### config.mk
export PLATFORM = sky130hd
export DESIGN_NAME = instr_fetch_unit
export DESIGN_NICKNAME = d
export VERILOG_FILES = /design/src/rtl/instr_fetch_unit.sv
export SDC_FILE = /design/constraint.sdc
export NUM_CORES = 1
export LEC_CHECK = 0
export ABC_CLOCK_PERIOD_IN_PS = 3450
export CAP_MARGIN = 30
export CORE_MARGIN = 5
export CORE_UTILIZATION = 45
export DETAILED_ROUTE_END_ITERATION = 12
export PLACE_DENSITY = 0.82
export RECOVER_POWER = 25
export SLEW_MARGIN = 0
export SYNTH_ARGS = -nofsm -noshare
export SYNTH_HDL_FRONTEND = slang
export SYNTH_SLANG_ARGS = --single-unit
### constraint.sdc
create_clock -name clk -period 3.45 [get_ports clk]
set_input_delay 0.69 -clock clk [delete_from_list [all_inputs] [get_ports clk]]
set_output_delay 0.69 -clock clk [all_outputs]
set_load 0.1 [all_outputs]
### src/rtl/instr_fetch_unit.sv
// Instruction fetch stage: owns the fetch PC, issues one word request at a time
// and buffers returned instructions in a small FIFO in front of decode.
module instr_fetch_unit #(
    parameter logic [31:0] RESET_PC = 32'h0000_0000,
    parameter int unsigned DEPTH    = 2
) (
    input  logic        clk,
    input  logic        reset,
    output logic        imem_req,
    output logic [31:0] imem_addr,
    input  logic        imem_ready,
    input  logic        imem_rvalid,
    input  logic [31:0] imem_rdata,
    output logic        instr_valid,
    output logic [31:0] instr,
    output logic [31:0] instr_pc,
    output logic [31:0] pc_plus4,
    output logic [5:0]  opcode,
    input  logic        instr_ready,
    input  logic        redirect,
    input  logic [31:0] redirect_pc
);

    localparam int unsigned PW = (DEPTH > 1) ? $clog2(DEPTH) : 1;
    localparam int unsigned CW = $clog2(DEPTH + 1);

    typedef enum logic [1:0] {
        IDLE,
        REQ,
        WAIT,
        DROP
    } state_e;

    state_e        state_q, state_d;
    logic [31:0]   fetch_pc_q, fetch_pc_d;
    logic [CW-1:0] count_q, count_d;
    logic [PW-1:0] rd_ptr_q, rd_ptr_d;
    logic [PW-1:0] wr_ptr_q, wr_ptr_d;
    logic [31:0]   data_q [DEPTH];
    logic [31:0]   pc_q   [DEPTH];

    logic push;
    logic pop;
    logic credit_ok;
    logic unused_redirect_lsbs;

    assign unused_redirect_lsbs = ^redirect_pc[1:0];

    always_comb begin
        state_d    = state_q;
        fetch_pc_d = fetch_pc_q;
        imem_req   = 1'b0;
        pop        = instr_valid && instr_ready;
        push       = (state_q == WAIT) && imem_rvalid && !redirect;

        if (redirect) begin
            count_d  = '0;
            rd_ptr_d = '0;
            wr_ptr_d = '0;
        end else begin
            count_d  = count_q + CW'(push) - CW'(pop);
            rd_ptr_d = rd_ptr_q + PW'(pop);
            wr_ptr_d = wr_ptr_q + PW'(push);
        end

        // Nothing is outstanding after this cycle, so credit depends on occupancy only.
        credit_ok = (count_d < CW'(DEPTH));

        case (state_q)
            IDLE: begin
                if (!redirect && credit_ok) begin
                    state_d = REQ;
                end
            end
            REQ: begin
                imem_req = 1'b1;
                if (redirect) begin
                    state_d = imem_ready ? DROP : IDLE;
                end else if (imem_ready) begin
                    fetch_pc_d = fetch_pc_q + 32'd4;
                    state_d    = WAIT;
                end
            end
            WAIT: begin
                if (redirect) begin
                    state_d = imem_rvalid ? IDLE : DROP;
                end else if (imem_rvalid) begin
                    state_d = credit_ok ? REQ : IDLE;
                end
            end
            DROP: begin
                if (imem_rvalid) begin
                    state_d = IDLE;
                end
            end
            default: state_d = IDLE;
        endcase

        if (redirect) begin
            fetch_pc_d = {redirect_pc[31:2], 2'b00};
        end
    end

    always_ff @(posedge clk) begin
        if (reset) begin
            state_q    <= IDLE;
            fetch_pc_q <= RESET_PC;
            count_q    <= '0;
            rd_ptr_q   <= '0;
            wr_ptr_q   <= '0;
        end else begin
            state_q    <= state_d;
            fetch_pc_q <= fetch_pc_d;
            count_q    <= count_d;
            rd_ptr_q   <= rd_ptr_d;
            wr_ptr_q   <= wr_ptr_d;
        end
    end

    // The fetch PC already advanced on acceptance, so the returning word sits 4 bytes back.
    always_ff @(posedge clk) begin
        if (push) begin
            data_q[wr_ptr_q] <= imem_rdata;
            pc_q[wr_ptr_q]   <= fetch_pc_q - 32'd4;
        end
    end

    assign imem_addr   = fetch_pc_q;
    assign instr_valid = (count_q != '0);
    assign instr       = instr_valid ? data_q[rd_ptr_q] : 32'd0;
    assign instr_pc    = instr_valid ? pc_q[rd_ptr_q] : 32'd0;
    assign pc_plus4    = instr_valid ? (pc_q[rd_ptr_q] + 32'd4) : 32'd0;
    assign opcode      = instr[31:26];

endmodule

==> results of run 1 <==
[worst max-delay path, cell delays in order, from the launching register on]
cell     delay, ps
dfxtp_4        380
buf_4          140
buf_4          130
buf_4          130
mux2i_2        160
a211o_1        300
or3_4          430
nor4_4         170
mux2_4         350
buf_12         170
[worst paths after layout]
check,startpoint,end,cells after the start
setup / recovery,rd_ptr_q$_SDFF_PP0_,pc_plus4[31],9
hold / removal,imem_addr[12]$_SDFFE_PP0P_,imem_addr[12]$_SDFFE_PP0P_,2
setup reg to reg,state_q[1]$_SDFFE_PP0P_,state_q[0]$_SDFFE_PP0P_,10
hold reg to reg,imem_addr[12]$_SDFFE_PP0P_,imem_addr[12]$_SDFFE_PP0P_,2
[power groups by stage]
stage | clock network [mW] | logic (mW) | registers [mW]
finish | 2.07 | 0.602 | 2.18
global placement | 0 | 0.603 | 2.22
global route | 2.18 | 0.638 | 2.19
detailed placement | 0 | 0.615 | 2.22
floorplan | 0 | 0.280 | 2.36
CTS | 2.09 | 0.618 | 2.18
[routing by layer]
metal	vias to the layer above	routed length (µm)	global-route usage [%]
met3	36	1410	5.18
li1	3172	-	-
met4	2	459	6.36
met1	3093	9500	27.1
met2	246	10800	33.4
met5	-	13	0
[layout make-up]
cell class,count,area share [%]
inverters,15,0.484
flip-flops and latches,160,38.2
multi-input cells,526,32.6
well taps,229,2.46
clock inverters,15,1.93
repair buffers,249,20.6
clock buffers,17,3.66
[synthesized netlist by cell type, types with 3 or more instances]
master,n,share of area [%]
nand4b_1,6,0.64
o31a_1,4,0.43
o21ai_0,11,0.67
a311oi_1,3,0.32
edfxtp_1,124,45
a31oi_1,5,0.38
o21a_1,3,0.27
nand2_1,51,2.3
a211oi_1,19,1.7
or4_1,3,0.27
nand3b_1,5,0.46
o31ai_1,4,0.37
buf_2,9,0.55
xnor2_1,51,5.4
nor3b_1,4,0.37
inv_1,14,0.64
ha_1,7,1.1
and4_1,4,0.43
a21oi_1,17,1.0
nand3_1,24,1.5
xor2_1,20,2.1
and2_1,10,0.76
nand2b_1,3,0.23
mux2_2,3,0.41
buf_4,13,1.2
dfxtp_1,36,8.8
clkbuf_1,37,1.7
mux2i_1,60,7.3
nor4_1,19,1.4
or3_1,6,0.46
nand4_1,18,1.4
nor2_1,111,5.1
nor3_1,24,1.5
nor2b_1,3,0.23
[per-stage QoR]
stage / cell area (µm²) / TNS [ps] / util, % / std cells / setup WS (ps)
final: 11600 / -69.1 / 64.7 / 1211 / -36.5
after global routing: 11600 / -734 / 64.7 / 1211 / -143
after CTS: 11500 / -2.77 / 63.9 / 1197 / -2.77
after detailed placement: 10600 / 0 / 59.3 / 1153 / 215
after global placement: 10600 / 0 / 59.3 / 1153 / 266
after floorplan: 8490 / -420 / - / 763 / -158
[layout by cell type (no fill, tap or decap), types with 5 or more instances in the layout]
master,Yosys,final
buf_12,0,30
inv_6,0,5
nand3_1,24,23
inv_1,14,15
nor4_1,19,13
clkbuf_1,37,9
conb_1,1,6
or3_1,6,5
nand2_1,51,49
and2_1,10,10
mux2i_1,60,59
nand3b_1,5,5
clkdlybuf4s50_1,0,31
edfxtp_1,124,124
nor3_1,24,19
a211oi_1,19,19
xnor2_1,51,51
nor2_1,111,86
xor2_1,20,20
dlygate4sd3_1,0,36
dfxtp_1,36,35
clkbuf_16,0,17
buf_4,13,138
nand4b_1,6,6
nor2_2,0,24
o21ai_0,11,7
a21oi_1,17,15
nand4_1,18,18
[registers in the layout, indices dropped and copies added (netlist names)]
signal,cells
wr_ptr_q,1
imem_addr,30
count_q,2
data_q,64
rd_ptr_q,1
state_q,2
pc_q,60
[cells by family after synthesis]
kind of cell / after synthesis
buf+inv: 77
flops: 160
compound gates: 78
xor+xnor: 71
fa+ha+maj: 7
simple gates: 299
mux: 65
other cells: 1
[what timing repair did]
action | in CTS | in global routing
buffers inserted | 12 | 14
pin swaps | 8 | 8
gates cloned | 0 | 0
setup endpoints to repair | 11 | 11
gates resized for setup | 19 | 14
hold buffers | 0 | 0
==> results.sh, run 1 <==
export IMPL_initial_utilization_pct=45.6
export IMPL_synth_edf_count=124
export IMPL_leakagePower_nw=4.20
export IMPL_crit_fanout=5
export IMPL_drt_initial_drc_count=498
export IMPL_critPathRequiredTime_ps=2760
export IMPL_chipHeight_um=145
export IMPL_multiInputGateArea_um2=3790
export IMPL_synth_flop_cell="edfxtp_1"
export IMPL_hold_violations=0
export IMPL_fill_cells=1338
export IMPL_yosysSeqAreaShare_pct=54.2
export IMPL_synth_cells=758
export IMPL_ff_latch_area_um2=4450
export IMPL_synth_mux_area_share_pct=8.01
export IMPL_critPathKind="reg2out"
export IMPL_ir_drop_uv=430
export IMPL_slew_headroom_pct=16.6
export IMPL_dr_total_vias=6549
export IMPL_cts_root_buf="clkbuf_16"
export IMPL_grt_overflow=0
export IMPL_maxCapViolations=0
export IMPL_p_sw_mw=1.31
export IMPL_setup_ws_ps=-36.5
export IMPL_netlist_area_um2=8200
export IMPL_synth_top_family_by_area="simple AND/OR/NAND/NOR gates"
export IMPL_combPwrFrac_pct=12.4
export IMPL_clk_insertion_delay_late_ps=430
export IMPL_clock_power_share_pct=42.6
export IMPL_grt_max_degree=79
export IMPL_cts_tree="built"
export IMPL_rsz0062_at_grt="yes"
export IMPL_htreeDepth=4
export IMPL_drc_errors=0
export IMPL_startpoint_type="register"
export IMPL_whs_ps=582
export IMPL_wl_mm=22.2
export IMPL_via_per_inst=5.41
export IMPL_clkTransAtPathRegs_ps=60
export IMPL_internal_power_mw=3.54
export IMPL_grt_pass1_wl_mm=35.0
export IMPL_grt_pass1_vias=6445
export IMPL_dr_pass1_iters=5
export IMPL_die_x_um=145
export IMPL_r2r_slack_ps=990
export IMPL_pin_count=206
export IMPL_synth_async_reset_ratio_pct=0
export IMPL_clock_skew_ps=12.0
export IMPL_ant_nets=0
export IMPL_wl_per_cell_um=18.3
export IMPL_period_share_pct=101
export IMPL_diodes=0
export IMPL_grt_util_all_layers_pct=20.5
export IMPL_routabilityCongestion=0.859
export IMPL_outcome="finished, violations left"
export IMPL_critPathArrivalTime_ps=2800
export IMPL_synth_avg_cell_area_um2=10.8
export IMPL_numPortBuffers=197
export IMPL_grt_antenna_before_repair=1
export IMPL_syn2layout_area_growth_pct=41.8
export IMPL_cts_buffer_depth=2
export IMPL_synth_adder_area_share_pct=1.07
export IMPL_finalPower_mw=4.85
export IMPL_ys_ff_latch=160
export IMPL_synth_compound_area_share_pct=6.46
export IMPL_report_final_slew_viol_count=0
export IMPL_seqPwrFrac_pct=45.0
export IMPL_tightest_slew_ps=1260
export IMPL_ys_types=56
export IMPL_hpwl_mm=15.4
export IMPL_finalSetupViolCount=2
export IMPL_period_minus_slack_ps=3490
export IMPL_ys_warn_count=0
export IMPL_violations="negative setup slack"
export IMPL_synthSimpleGateAreaFrac_pct=18.2
export IMPL_cellPowerDensity_nw_per_um2=417
export IMPL_p_sw_share_pct=27.0
export IMPL_core_um2=18000
export IMPL_cts_sinks=160
export IMPL_cts_made_buffers=17
export IMPL_drive_gt1_share_pct=27.7
export IMPL_crit_path_end_kind="output pin"
export IMPL_holdCritPathClass="reg2reg"
export IMPL_synth_xor_area_share_pct=7.58
export IMPL_fin_nets=1046
export IMPL_die_area_um2=21000
export IMPL_fp_row_count=49
export IMPL_max_freq_mhz=287
No activity file was read; power rests on OpenSTA's default activity.
==> run 2, diff against run 1 <==
- CORE_UTILIZATION: 45 -> 58
- DONT_BUFFER_PORTS: not set -> 1
- PLACE_DENSITY: 0.82 -> 0.81
==> run 2 against run 1 <==
Against the previous run: the flow finishes with violations (max-capacitance violations, max-slew violations); wire length shrank 3.3%; combinational power decreased by 8.3%; setup slack better by 78 ps; clock skew shrank 3.0 ps; fmax rose by 2.3%; power decreased by 6.8%; sequential power barely moved; clock power shrank 12%; register-to-register slack got worse by 570 ps; critical path type unchanged.
==> results.sh, run 2 (synthesis gave the netlist of run 1 again) <==
export IMPL_outcome="finished, violations left"
export IMPL_violations="max-capacitance violations, max-slew violations"
export IMPL_path_cells="buf_4 -> buf_4 -> mux2i_1 -> a21oi_2 -> nand3b_4 -> buf_4 -> o31a_1 -> nor3_4 -> buf_12"
export IMPL_crit_fanout=14
export IMPL_grt_pass1_vias=6250
export IMPL_leakagePower_nw=3.71
export IMPL_startpoint_type="register"
export IMPL_ant_nets=0
export IMPL_cts_sinks=160
export IMPL_fin_tns_setup_ps=0
export IMPL_tightest_slew_ps=1540
export IMPL_dpl_cell_count=1020
export IMPL_maxCapViolations=2
export IMPL_wl_per_cell_um=20.1
export IMPL_crit_path_end_kind="output pin"
export IMPL_critPathRequiredTime_ps=2760
export IMPL_fin_cells=1069
export IMPL_core_um2=13900
export IMPL_cellPowerDensity_nw_per_um2=421
export IMPL_hold_depth=1
export IMPL_crit_path_frequent_cell="buf_4"
export IMPL_drc_errors=0
export IMPL_grt_overflow=0
export IMPL_design_area_um2=10700
export IMPL_cts_buffer_depth=2
export IMPL_crit_family="buffers and inverters"
export IMPL_rsz0062_at_grt="yes"
export IMPL_critPathArrivalTime_ps=2720
export IMPL_cts_made_buffers=17
export IMPL_regMostFlops="data_q"
export IMPL_grt_antenna_before_repair=0
export IMPL_post_dp_cell_area_um2=9960
export IMPL_ir_drop_uv=308
export IMPL_max_freq_mhz=293
export IMPL_cts_root_buf="clkbuf_16"
export IMPL_worst_path_buf_inv=4
export IMPL_period_minus_slack_ps=3410
export IMPL_holdCritPathClass="in2reg"
export IMPL_slew_headroom_pct=-2.89
export IMPL_via_per_inst=5.99
export IMPL_slowest_stage="dfxtp_4"
export IMPL_dr_total_vias=6404
export IMPL_routabilityCongestion=0.894
export IMPL_cts_tree="built"
export IMPL_grt_util_all_layers_pct=25.0
export IMPL_fin_util_pct=77.4
export IMPL_r2r_cells=5
export IMPL_drt_initial_drc_count=350
export IMPL_drive_gt1_share_pct=32.6
export IMPL_final_common_cell="edfxtp_1"
export IMPL_cts_hold_buf=0
export IMPL_fill_cells=843
export IMPL_die_x_um=129
export IMPL_htreeDepth=4
export IMPL_hold_violations=0
export IMPL_diodes=0
export IMPL_clk_insertion_delay_late_ps=420
export IMPL_fin_nets=953
export IMPL_largest_reg_flops=64
export IMPL_clkTransAtPathRegs_ps=70
export IMPL_fp_row_count=43
export IMPL_clock_skew_ps=9.02
export IMPL_syn2layout_area_growth_pct=31.0
export IMPL_dr_pass1_iters=5
export IMPL_wl_mm=21.5
export IMPL_slowest_delay_ps=380
export IMPL_chipHeight_um=129
export IMPL_numPortBuffers=0
export IMPL_hpwl_mm=14.8
export IMPL_grt_max_degree=79
export IMPL_critPathKind="reg2out"
export IMPL_whs_ps=341
export IMPL_die_area_um2=16600
export IMPL_report_final_slew_viol_count=17
export IMPL_initial_utilization_pct=59.1
export IMPL_critical_path_cell_count=9
export IMPL_grt_pass1_wl_mm=32.6
export IMPL_finalSetupViolCount=0
export IMPL_mostFrequentLayoutCells="edfxtp_1, buf_4, nor2_2"
export IMPL_period_share_pct=98.8
export IMPL_pin_count=206
==> run 2: cell count changes in the layout (fill, tap and decap cells not counted), sizes merged <==
cell	delta
clkdlybuf4s50	-31
clkbuf	+2
dlygate4sd3	-36
clkinvlp	+4
buf	-25
inv	-4
clkinv	-1
bufinv	-2
==> run 2: metrics by stage <==
stage / total power, mW / setup WS, ps
final: 4.52 / 41.8
after global routing: 4.67 / -35.9
after CTS: 4.55 / 2.87
after detailed placement: 2.74 / -50.2
after global placement: 2.72 / 142
after floorplan: 2.64 / -158
==> run 2: what timing repair did <==
item / 4_1_cts / 5_1_grt
setup endpoints to repair: 12 / 8
buffers inserted: 8 / 9
gates resized for setup: 9 / 14
pin swaps: 4 / 7
==> run 2: layout make-up <==
class / instances / area, µm² / share of cell area (%)
repair buffers: 156 / 1510 / 14.1
inverters: 15 / 56.3 / 0.524
well taps: 180 / 225 / 2.10
multi-input cells: 526 / 3920 / 36.5
clock inverters: 12 / 134 / 1.25
flip-flops and latches: 160 / 4450 / 41.4
clock buffers: 20 / 447 / 4.16
==> run 2: final timing paths <==
| check | start | to | slack, ps |
|---|---|---|---|
| setup reg to reg | imem_addr[20]$_SDFFE_PP0P_ | imem_addr[30]$_SDFFE_PP0P_ | 420 |
| hold reg to reg | imem_addr[30]$_SDFFE_PP0P_ | imem_addr[30]$_SDFFE_PP0P_ | 610 |
| setup / recovery | rd_ptr_q$_SDFF_PP0_ | pc_plus4[30] | 40 |
| hold / removal | reset | imem_addr[2]$_SDFFE_PP0P_ | 340 |
==> run 2: layer usage <==
layer	share of wire, %	routed length (µm)	global-route usage, %
met5	0	0	0
met4	3.1	675	10.6
met3	9.0	1930	6.31
met2	50	10800	42.7
met1	37	8020	30.2
==> run 2: power by group <==
group          total [mW]  leakage, nW  internal (mW)  switching (mW)
Clock                1.82        0.269           1.09           0.734
Sequential           2.15         1.42           2.12          0.0256
Combinational       0.552         2.02          0.124           0.427
